<file path="config.mk">
export PLATFORM = sky130hd
export DESIGN_NAME = rom_loader_flat
export DESIGN_NICKNAME = d
export VERILOG_FILES = /design/src/rtl/archie_pkg.sv /design/src/rtl/rom_loader_if.sv /design/src/rtl/rom_loader_timeout.sv /design/src/rtl/rom_loader.sv /design/src/flat_wrapper.sv
export SDC_FILE = /design/constraint.sdc
export NUM_CORES = 1
export LEC_CHECK = 0
export CORE_ASPECT_RATIO = 0.5
export CORE_MARGIN = 4
export CORE_UTILIZATION = 40
export CTS_BUF_LIST = sky130_fd_sc_hd__clkbuf_2 sky130_fd_sc_hd__clkbuf_4 sky130_fd_sc_hd__clkbuf_8
export CTS_CLUSTER_DIAMETER = 40
export DETAILED_ROUTE_END_ITERATION = 12
export PLACE_DENSITY_LB_ADDON = 0.1
export SKIP_CTS_REPAIR_TIMING = 1
export SYNTH_ARGS = -nofsm -noshare
export SYNTH_HDL_FRONTEND = slang
export SYNTH_SLANG_ARGS = --single-unit
</file>
<file path="constraint.sdc">
create_clock -name clk_sys -period 2.5 [get_ports clk_sys]
set_clock_uncertainty 0.2 [all_clocks]
set_input_delay 0.5 -clock clk_sys [delete_from_list [all_inputs] [get_ports clk_sys]]
set_output_delay 0.5 -clock clk_sys [all_outputs]
set_load 0.01 [all_outputs]
</file>
<file path="src/rtl/archie_pkg.sv">
// archie_pkg: loader state encoding and Wishbone byte-lane selection shared by the loader files.
package archie_pkg;
    typedef enum logic [1:0] {S_IDLE, S_ERASE, S_LOAD, S_FLUSH} ld_state_e;
    // wide: 16-bit halves on addr[1]; otherwise one byte lane on addr[1:0]
    function automatic logic [3:0] sel_lane(input logic [1:0] a, input logic wide);
        return wide ? (a[1] ? 4'b1100 : 4'b0011) : 4'b0001 << a;
    endfunction
endpackage

</file>
<file path="src/rtl/rom_loader_if.sv">
// rom_loader_if: HPS ioctl download port and Wishbone write bus used by the ROM loader.
interface ioctl_if #(parameter int AW = 22, parameter int IOW = 16);
    logic           ioctl_download;
    logic [7:0]     ioctl_index;
    logic           ioctl_wr;
    logic [AW+1:0]  ioctl_addr;
    logic [IOW-1:0] ioctl_dout;
    logic           ioctl_wait;
    modport master (output ioctl_download, ioctl_index, ioctl_wr, ioctl_addr, ioctl_dout, input ioctl_wait);
    modport slave (input ioctl_download, ioctl_index, ioctl_wr, ioctl_addr, ioctl_dout, output ioctl_wait);
endinterface

interface wb_if #(parameter int AW = 22);
    logic          wb_cyc;
    logic          wb_stb;
    logic          wb_we;
    logic [3:0]    wb_sel;
    logic [AW-1:0] wb_adr;
    logic [31:0]   wb_dat_o;
    logic          wb_ack;
    modport master (output wb_cyc, wb_stb, wb_we, wb_sel, wb_adr, wb_dat_o, input wb_ack);
    modport slave (input wb_cyc, wb_stb, wb_we, wb_sel, wb_adr, wb_dat_o, output wb_ack);
endinterface

</file>
<file path="src/rtl/rom_loader_timeout.sv">
// loader_timeout: loadable down-counter that flags expiry while enabled.
module loader_timeout #(
    parameter int W = 10
) (
    input  logic         clk_sys,
    input  logic         reset,
    input  logic         load_i,
    input  logic [W-1:0] val_i,
    input  logic         en_i,
    output logic         expire_o
);
    logic [W-1:0] cnt_q, cnt_d;
    always_comb cnt_d = load_i ? val_i : (en_i && cnt_q != '0) ? cnt_q - W'(1) : cnt_q;
    always_ff @(posedge clk_sys) cnt_q <= reset ? '0 : cnt_d;
    assign expire_o = en_i && cnt_q == '0;
endmodule

</file>
<file path="src/rtl/rom_loader.sv">
// rom_loader: optionally clears a memory region, then writes an HPS ioctl download into it over Wishbone.
module rom_loader
    import archie_pkg::*;
#(
    parameter int          IDX         = 8,
    parameter int          IOW         = 16,
    parameter int          AW          = 22,
    parameter int          BASE        = 'h100000,
    parameter int          ERASE_WORDS = 'h100000,
    parameter logic [31:0] FILL        = '0,
    parameter int          TMO         = 1023
) (
    input  logic   clk_sys,
    input  logic   reset,
    ioctl_if.slave io,
    wb_if.master   wb,
    output logic   active,
    output logic   done,
    output logic   err
);
    localparam int TW = $clog2(TMO + 1);
    ld_state_e     state_q, state_d;
    logic          pend_q, pend_d, err_q, err_d, done_q, done_d, trunc_q, trunc_d, dl_q;
    logic [AW-1:0] adr_q, adr_d;
    logic [31:0]   dat_q, dat_d, cnt_q, cnt_d;
    logic [3:0]    sel_q, sel_d;
    logic          dl_match, start, acc, last, tmo_load, tmo_exp;

    assign dl_match = io.ioctl_download && io.ioctl_index == 8'(IDX);
    assign start    = dl_match && !dl_q;
    assign acc      = io.ioctl_wr && !pend_q;
    assign last     = cnt_q == 32'(ERASE_WORDS - 1);
    assign tmo_load = pend_d && (!pend_q || wb.wb_ack);

    loader_timeout #(.W(TW)) u_tmo (
        .clk_sys (clk_sys),
        .reset   (reset),
        .load_i  (tmo_load),
        .val_i   (TW'(TMO - 1)),
        .en_i    (pend_q),
        .expire_o(tmo_exp)
    );

    always_comb begin
        state_d = state_q;
        pend_d  = pend_q && !wb.wb_ack;
        adr_d   = adr_q;
        dat_d   = dat_q;
        sel_d   = sel_q;
        cnt_d   = cnt_q;
        err_d   = err_q || (io.ioctl_wr && pend_q);
        trunc_d = trunc_q;
        done_d  = 1'b0;
        case (state_q)
            S_IDLE: if (start) begin
                state_d = ERASE_WORDS > 0 ? S_ERASE : S_LOAD;
                pend_d  = ERASE_WORDS > 0;
                adr_d   = AW'(BASE);
                dat_d   = FILL;
                sel_d   = 4'b1111;
                cnt_d   = '0;
                err_d   = 1'b0;
                trunc_d = 1'b0;
            end
            S_ERASE: begin
                if (wb.wb_ack && !last && dl_match) begin
                    pend_d = 1'b1;
                    adr_d  = adr_q + AW'(1);
                    cnt_d  = cnt_q + 32'd1;
                end
                if (wb.wb_ack && last) state_d = S_LOAD;
                // an erase is only complete if its final ack lands no later than the download fall
                if (!dl_match) begin
                    state_d = S_FLUSH;
                    trunc_d = !(wb.wb_ack && last);
                end
            end
            S_LOAD: begin
                if (acc) begin
                    pend_d = 1'b1;
                    adr_d  = AW'(BASE) + io.ioctl_addr[AW+1:2];
                    dat_d  = {(32 / IOW){io.ioctl_dout}};
                    sel_d  = sel_lane(io.ioctl_addr[1:0], IOW == 16);
                end
                if (!dl_match) state_d = S_FLUSH;
            end
            S_FLUSH: if (!pend_d) begin
                state_d = S_IDLE;
                done_d  = !trunc_q && !err_d;
            end
        endcase
        if (pend_q && !wb.wb_ack && tmo_exp) begin
            pend_d  = 1'b0;
            err_d   = 1'b1;
            state_d = S_IDLE;
            done_d  = 1'b0;
        end
    end

    // tracking the download level through reset blocks a restart until it falls and rises again
    always_ff @(posedge clk_sys) begin
        dl_q <= dl_match;
        if (reset) begin
            state_q <= S_IDLE;
            pend_q  <= 1'b0;
            adr_q   <= '0;
            dat_q   <= '0;
            sel_q   <= '0;
            cnt_q   <= '0;
            err_q   <= 1'b0;
            done_q  <= 1'b0;
            trunc_q <= 1'b0;
        end else begin
            state_q <= state_d;
            pend_q  <= pend_d;
            adr_q   <= adr_d;
            dat_q   <= dat_d;
            sel_q   <= sel_d;
            cnt_q   <= cnt_d;
            err_q   <= err_d;
            done_q  <= done_d;
            trunc_q <= trunc_d;
        end
    end

    assign wb.wb_cyc    = pend_q;
    assign wb.wb_stb    = pend_q;
    assign wb.wb_we     = pend_q;
    assign wb.wb_sel    = sel_q;
    assign wb.wb_adr    = adr_q;
    assign wb.wb_dat_o  = dat_q;
    assign io.ioctl_wait = pend_q;
    assign active       = state_q != S_IDLE;
    assign done         = done_q;
    assign err          = err_q;
endmodule

</file>
<file path="src/flat_wrapper.sv">
// flat-port wrapper written by rule: the top's interface ports become plain ports
module rom_loader_flat import archie_pkg::*;
#(
    parameter int          IDX         = 8,
    parameter int          IOW         = 16,
    parameter int          AW          = 22,
    parameter int          BASE        = 'h100000,
    parameter int          ERASE_WORDS = 'h100000,
    parameter logic [31:0] FILL        = '0,
    parameter int          TMO         = 1023
)
  (clk_sys, reset, active, done, err, io_ioctl_download, io_ioctl_index, io_ioctl_wr, io_ioctl_addr, io_ioctl_dout, io_ioctl_wait, wb_wb_cyc, wb_wb_stb, wb_wb_we, wb_wb_sel, wb_wb_adr, wb_wb_dat_o, wb_wb_ack);
  ioctl_if #(.AW(AW), .IOW(IOW)) io_i ();
  wb_if #(.AW(AW)) wb_i ();
  input  logic clk_sys;
  input  logic reset;
  output logic active;
  output logic done;
  output logic err;
  input wire logic [$bits(io_i.ioctl_download)-1:0] io_ioctl_download;
  input wire logic [$bits(io_i.ioctl_index)-1:0] io_ioctl_index;
  input wire logic [$bits(io_i.ioctl_wr)-1:0] io_ioctl_wr;
  input wire logic [$bits(io_i.ioctl_addr)-1:0] io_ioctl_addr;
  input wire logic [$bits(io_i.ioctl_dout)-1:0] io_ioctl_dout;
  output wire logic [$bits(io_i.ioctl_wait)-1:0] io_ioctl_wait;
  output wire logic [$bits(wb_i.wb_cyc)-1:0] wb_wb_cyc;
  output wire logic [$bits(wb_i.wb_stb)-1:0] wb_wb_stb;
  output wire logic [$bits(wb_i.wb_we)-1:0] wb_wb_we;
  output wire logic [$bits(wb_i.wb_sel)-1:0] wb_wb_sel;
  output wire logic [$bits(wb_i.wb_adr)-1:0] wb_wb_adr;
  output wire logic [$bits(wb_i.wb_dat_o)-1:0] wb_wb_dat_o;
  input wire logic [$bits(wb_i.wb_ack)-1:0] wb_wb_ack;
  assign io_i.ioctl_download = io_ioctl_download;
  assign io_i.ioctl_index = io_ioctl_index;
  assign io_i.ioctl_wr = io_ioctl_wr;
  assign io_i.ioctl_addr = io_ioctl_addr;
  assign io_i.ioctl_dout = io_ioctl_dout;
  assign io_ioctl_wait = io_i.ioctl_wait;
  assign wb_wb_cyc = wb_i.wb_cyc;
  assign wb_wb_stb = wb_i.wb_stb;
  assign wb_wb_we = wb_i.wb_we;
  assign wb_wb_sel = wb_i.wb_sel;
  assign wb_wb_adr = wb_i.wb_adr;
  assign wb_wb_dat_o = wb_i.wb_dat_o;
  assign wb_i.wb_ack = wb_wb_ack;
  rom_loader #(.IDX(IDX), .IOW(IOW), .AW(AW), .BASE(BASE), .ERASE_WORDS(ERASE_WORDS), .FILL(FILL), .TMO(TMO)) u_core (.clk_sys(clk_sys), .reset(reset), .io(io_i), .wb(wb_i), .active(active), .done(done), .err(err));
endmodule
</file>
== Yosys cells after proc, flatten, opt, wreduce, memory -nomap -nowiden ==
Cells that the tools add are included.
Storage, ports and cells
  flip-flop bits (word level): 107
  input bits: 53
Cells by class
  multiplexer cells: 32
  reduce and logical (&&, ||, !) cells: 38
  bitwise operators: 1
  add/sub/neg operators: 4
  eq/ne operators: 12
Operators with widths (number)
  32-bit case mux with 2 select lines: 2
  32-bit two-way mux: 3
  22-bit two-way mux: 3
  22-bit case mux with 3 select lines: 1
  32-bit by 1-bit adder with 32-bit output (second input constant): 1
  32-bit by 20-bit == test with 1-bit output (second input constant): 1
  21-bit by 22-bit adder with 22-bit output (first input constant): 1
  22-bit by 1-bit adder with 22-bit output (second input constant): 1
  10-bit two-way mux: 2
  1-bit logical AND: 13
  4-bit two-way mux: 3
  10-bit logical NOT: 1
  2-bit two-way mux: 5
  10-bit nonzero test: 1
  10-bit by 1-bit subtractor with 10-bit output (second input constant): 1
  1-bit two-way mux: 9
  3-bit AND reduction: 3
  8-bit by 4-bit == test with 1-bit output (second input constant): 1
  2-bit case mux with 4 select lines: 1
  4-bit case mux with 2 select lines: 1
  4-bit AND reduction: 2
  2-bit nonzero test: 4
  1-bit logical NOT: 7
  2-bit by 1-bit != test with 1-bit output (second input constant): 3
  12 further kinds: 17

== Depth between registers and ports, before layout ==
  depth after elaboration: 9
  mapped depth: 11
  gate-level depth less buffers: 8

== Hierarchy ==
Synthesis repeated with hierarchy kept, for this count alone.
Unflattened totals
  cells, all modules: 636
  area total of the unflattened synthesis: 5252.5 sq um
Modules (own cells, without submodules)
  rom_loader: sequential area each 1581.5 sq um, times used 1, area each 4625.7 sq um, cells an instance 561
  loader_timeout: sequential area each 200.2 sq um, times used 1, area each 626.9 sq um, cells an instance 75

== Worst setup path after synthesis ==
OpenSTA, ideal clock, no wires.
  path kind: input port to flip-flop
  start point: in io_ioctl_index[5]
  end point: reg u_core.cnt_q[25]
  arrival: 2.379 ns
  data required time: 2.230 ns
  path buffers: 1
  setup slack: -0.149 ns
  stages: 8
  library setup time: 0.070 ns
  cells stage by stage: or4b_1 > or3_4 > clkinv_4 > and3_4 > buf_6 > nand3_4 > or3_1 > a21oi_1
On the way
  word-level cells in the longest chain between the ends: 5
  elaborated cells between the ends (all ways): 7
  those cells by class: eq/ne (3); reduce/logical (4)
RTL lines
  start: declaration: line flat_wrapper.sv:21  | input wire logic [$bits(io_i.ioctl_index)-1:0] io_ioctl_index;
  8-bit by 4-bit == test with 1-bit output *: line rom_loader.sv:29  | assign dl_match = io.ioctl_download && io.ioctl_index == 8'(IDX);
  1-bit logical AND *: line rom_loader.sv:29
  named net u_core.dl_match: line rom_loader.sv:27  | logic dl_match, start, acc, last, tmo_load, tmo_exp;
  1-bit logical AND (on tied branches): line rom_loader.sv:66, rom_loader.sv:30
  2-bit by 1-bit != test with 1-bit output (no source line)
  3-bit AND reduction (no source line) *
  end signal: assignment: line rom_loader.sv:119  | cnt_q <= cnt_d;
  end: declaration: line rom_loader.sv:25  | logic [31:0] dat_q, dat_d, cnt_q, cnt_d;
Mark *: on every way through the listed nets, which the timed path passes. The rest lies on a longest branch.
A chain may end at the register's enable or synchronous reset.

== Final worst setup path ==
  start point: in io_ioctl_index[7]
  end point: reg u_core.cnt_q[26]
Same word-level chain as after synthesis.

==> metrics.md <==
| Metric | Value |
|---|---|
| Mapped Area | 4832 sq um |
| Net count, final | 800 |
| FMAX | 409.2 MHz |
| Layout cells sized above 1 | 13.56% |
| Netlist cell types | 55 |
| DR iter-0 viols | 248 |
| Worst-path fanout max | 7 |
| Adder-cell share of the synthesized area | 1.813% |
| Internal Pwr Total | 2.557 mW |
| Status | finished clean |
| Peak supply drop | 0.3215 mV |
| Minimum clock period | 2444 ps |
| Area growth syn-to-layout | 37.86% |
| Switch Pwr | 1.440 mW |
| Initial antenna violation count | 0 |
| Drt total wl | 13.41 mm |
| Worst setup EP type | register |
| Final Hold Viols | 0 |
| Starting Density | 40.93% |
| Largest family of logic cells by synthesized area | simple AND/OR/NAND/NOR gates |
| TritonCTS clock tree | built |
| Inst Count DP | 891 |
| Remaining Overflow, GRT | 0 |
| CP Data Required Time | 2600 ps |
| Post-Synth Simple-Gate Area | 30.97% |
| WP data arrival | 2550 ps |
| Asr flop ratio synth | 0% |
| Post-synthesis mux area share | 0.4143% |
| Die height | 85.72 microns |
| Synth Area in Compound Gates | 13.75% |
| Post-Synth XOR/XNOR Area | 8.700% |
| Worst Max-Slew Pin Slew | 565.7 ps |
| Hold Path Class | input port to register |
| Std-Cell Rows | 28 |
| Routed len/inst | 14.74 microns |
| Worst-Skew Late Latency | 370 ps |
| Leakage power | 2.371 nW |
| Global-route wire length before repair | 22.29 mm |
| Post-Place Setup Slack | -501.4 ps |
| Worst r2r src | u_core.cnt_q[0] |
| Setup ws final | 56.16 ps |
| Vias in the first global route | 4,506 |
| Yosys reg bits | 89 |
| Final ANT Viol Nets | 0 |
| Max Cap Viol | 0 |
| Hold_sp | reset |
| Clock transition at the registers of the reported paths | 90 ps |
| YS warnings | 0 |
| Max transition margin | 61.94% |
| Die area | 14,010 sq um |
| Post-layout util | 56.42% |
| N_diodes | 0 |
| Critical path's slowest cell | or4b_4 |
| Buffers on Ports | 116 |
| DRC | 0 |
| Post-synth EDFFs | 0 |
| Synth Instances | 608 |
| Critical Path Source | io_ioctl_index[7] |
| Fillers | 1,150 |
| Sequential share of power | 40.6% |
| IO Pins | 118 |
| Worst path buffer plus inverter count | 2 |
| Vias per inst | 5.209 |
| DR vias | 4,740 |
| CP max stage delay | 530 ps |
| Switch share | 36.03% |
| H-tree levels | 3 |
| First-pass DRT Iterations | 4 |
| Setup Viol. Count Final | 0 |
| Die X | 163.4 microns |
| CTS Buf Count | 9 |
| Core area | 11,810 sq um |
| Clock share of power | 23.5% |
| Final Power | 3.997 mW |
| Gr usage total | 19.35% |
| Final Cycle Share | 97.75% |
| Pwr Density | 600.1 nW/um^2 |
| Max-slew violations | 0 |
| Final Instance Count excl. Fillers | 910 |
| Crit-path leading delay family | simple AND/OR/NAND/NOR gates |
| Routability congestion estimate | 0.8369 |
| Sink Count | 89 |
| Crit start category | input port |
| Net Count, Synth | 668 |
| Mean area per synthesized cell | 7.948 sq um |
| Pin count of the biggest net entering global routing | 35 |
| Max Root-Sink Buffers | 2 |
| Main synth FF type | dfxtp_1 |
| Logic pwr share | 35.9% |
| Cell Chain, Critical Path | dlymetal6s2s_1 > or4b_4 > or3_4 > clkinv_4 > and3_4 > nand3_4 > or4_4 > o21ai_2 |
| Register area share after synthesis | 36.87% |
| Worst hold margin | 218.1 ps |
| DPL Wire Length | 9.883 mm |
| Root Driver | clkbuf_8 |
| Crit path kind | input port to register |
## logic make-up after synthesis
| family | count (synthesis) |
|---|---|
| AOI/OAI and AO/OA | 114 |
| xor gates and xnor gates | 48 |
| adders and majority gates | 7 |
| buffers and inverters | 67 |
| DFF | 89 |
| muxes | 2 |
| and+or+nand+nor | 281 |
## metrics by stage
stage / setup TNS [ps] / cell area (sq um)
after floorplan: -525.3 / 4873
after CTS: -3638 / 6583
after detailed placement: -36910 / 6402
final: 0 / 6661
after global placement: -35780 / 6402
after global routing: -19.39 / 6661
## placed cells by master (no fill, tap or decap), types with 10 or more instances in the layout
master | netlist | layout
nand2_1 | 70 | 70
nand4_1 | 22 | 22
o21ai_0 | 35 | 34
inv_1 | 10 | 10
nor3_1 | 12 | 12
buf_4 | 22 | 54
dfxtp_1 | 89 | 87
clkdlybuf4s50_1 | 0 | 108
xor2_1 | 29 | 29
nand3_1 | 53 | 52
nor2_1 | 42 | 42
and3_1 | 18 | 18
xnor2_1 | 19 | 19
and4_1 | 11 | 11
a21oi_1 | 49 | 48
## synthesized netlist by cell type, types with 2 or more instances
library cell | number | area share [%]
and3_1 | 18 | 2.3
xor2_1 | 29 | 5.3
nand4_1 | 22 | 2.8
buf_4 | 22 | 3.4
nor3_1 | 12 | 1.2
dfxtp_1 | 89 | 37
nand2b_1 | 3 | 0.39
mux2i_1 | 2 | 0.41
and2_1 | 5 | 0.65
and4_1 | 11 | 2.0
a22oi_1 | 6 | 0.93
ha_1 | 7 | 1.8
clkbuf_1 | 25 | 1.9
buf_2 | 6 | 0.62
nand2_1 | 70 | 5.4
xnor2_1 | 19 | 3.4
or4_1 | 3 | 0.47
or3_1 | 11 | 1.4
nor4_1 | 6 | 0.78
nand4b_1 | 3 | 0.54
buf_6 | 2 | 0.47
nor2_1 | 42 | 3.3
nand3b_1 | 6 | 0.93
a21o_1 | 2 | 0.31
a311oi_1 | 2 | 0.36
nand3_2 | 2 | 0.41
nor2b_1 | 4 | 0.52
nand3_1 | 53 | 5.5
o21ai_0 | 35 | 3.6
inv_1 | 10 | 0.78
o31ai_1 | 9 | 1.4
a21oi_1 | 49 | 5.1
## registers in the layout, indices dropped and copies added, names as in the netlist
| signal | flops |
|---|---|
| u_core.io.ioctl_wait | 1 |
| u_core.wb.wb_sel | 2 |
| u_core.u_tmo.cnt_q | 10 |
| u_core.done | 1 |
| u_core.cnt_q | 32 |
| u_core.trunc_q | 1 |
| u_core.wb.wb_dat_o | 16 |
| u_core.dl_q | 1 |
| u_core.state_q | 2 |
| u_core.err | 1 |
| u_core.wb.wb_adr | 22 |
## worst register-to-register path: cells and delay by family (launching register included)
kind            cells  cell delay, ps
fa+ha+maj           1             210
buf+inv             1             210
flops               1             350
compound gates      1              60
simple gates        5            1170
## path summary, 6_finish.rpt
| path | to | slack [ps] | depth (start not counted) |
|---|---|---|---|
| hold / removal | u_core.cnt_q[0] | 220 | 2 |
| setup reg to reg | u_core.cnt_q[26] | 230 | 8 |
| hold reg to reg | u_core.done | 250 | 1 |
| setup / recovery | u_core.cnt_q[26] | 60 | 8 |
## area by class of cell
cell class / instances / area, sq um / share of cell area [%]
multi-input cells: 453 / 2754 / 41.34
clock inverters: 6 / 48.80 / 0.7325
repair buffers: 176 / 1690 / 25.38
flip-flops and latches: 89 / 1784 / 26.78
clock buffers: 10 / 131.4 / 1.972
inverters: 11 / 46.29 / 0.6950
well taps: 165 / 206.4 / 3.099
## metal layers
metal  track usage (%)  part of all wire, %  up-vias
met4             5.023                  1.0        0
met2             30.34                   44      120
li1                  -                    -     2405
met3             4.465                  4.9       12
met5                 0                    0        -
met1             27.06                   50     2203
## power by group through the flow
stage          Sequential [mW]  Combinational, mW  Clock, mW
2_1_floorplan             1.64              0.832          0
3_3_place_gp              1.65               1.42          0
3_5_place_dp              1.65               1.42          0
4_1_cts                   1.62               1.43      0.982
5_1_grt                   1.64               1.59       1.03
6_report                  1.62               1.44      0.938
(Power assumes the default switching activity.)
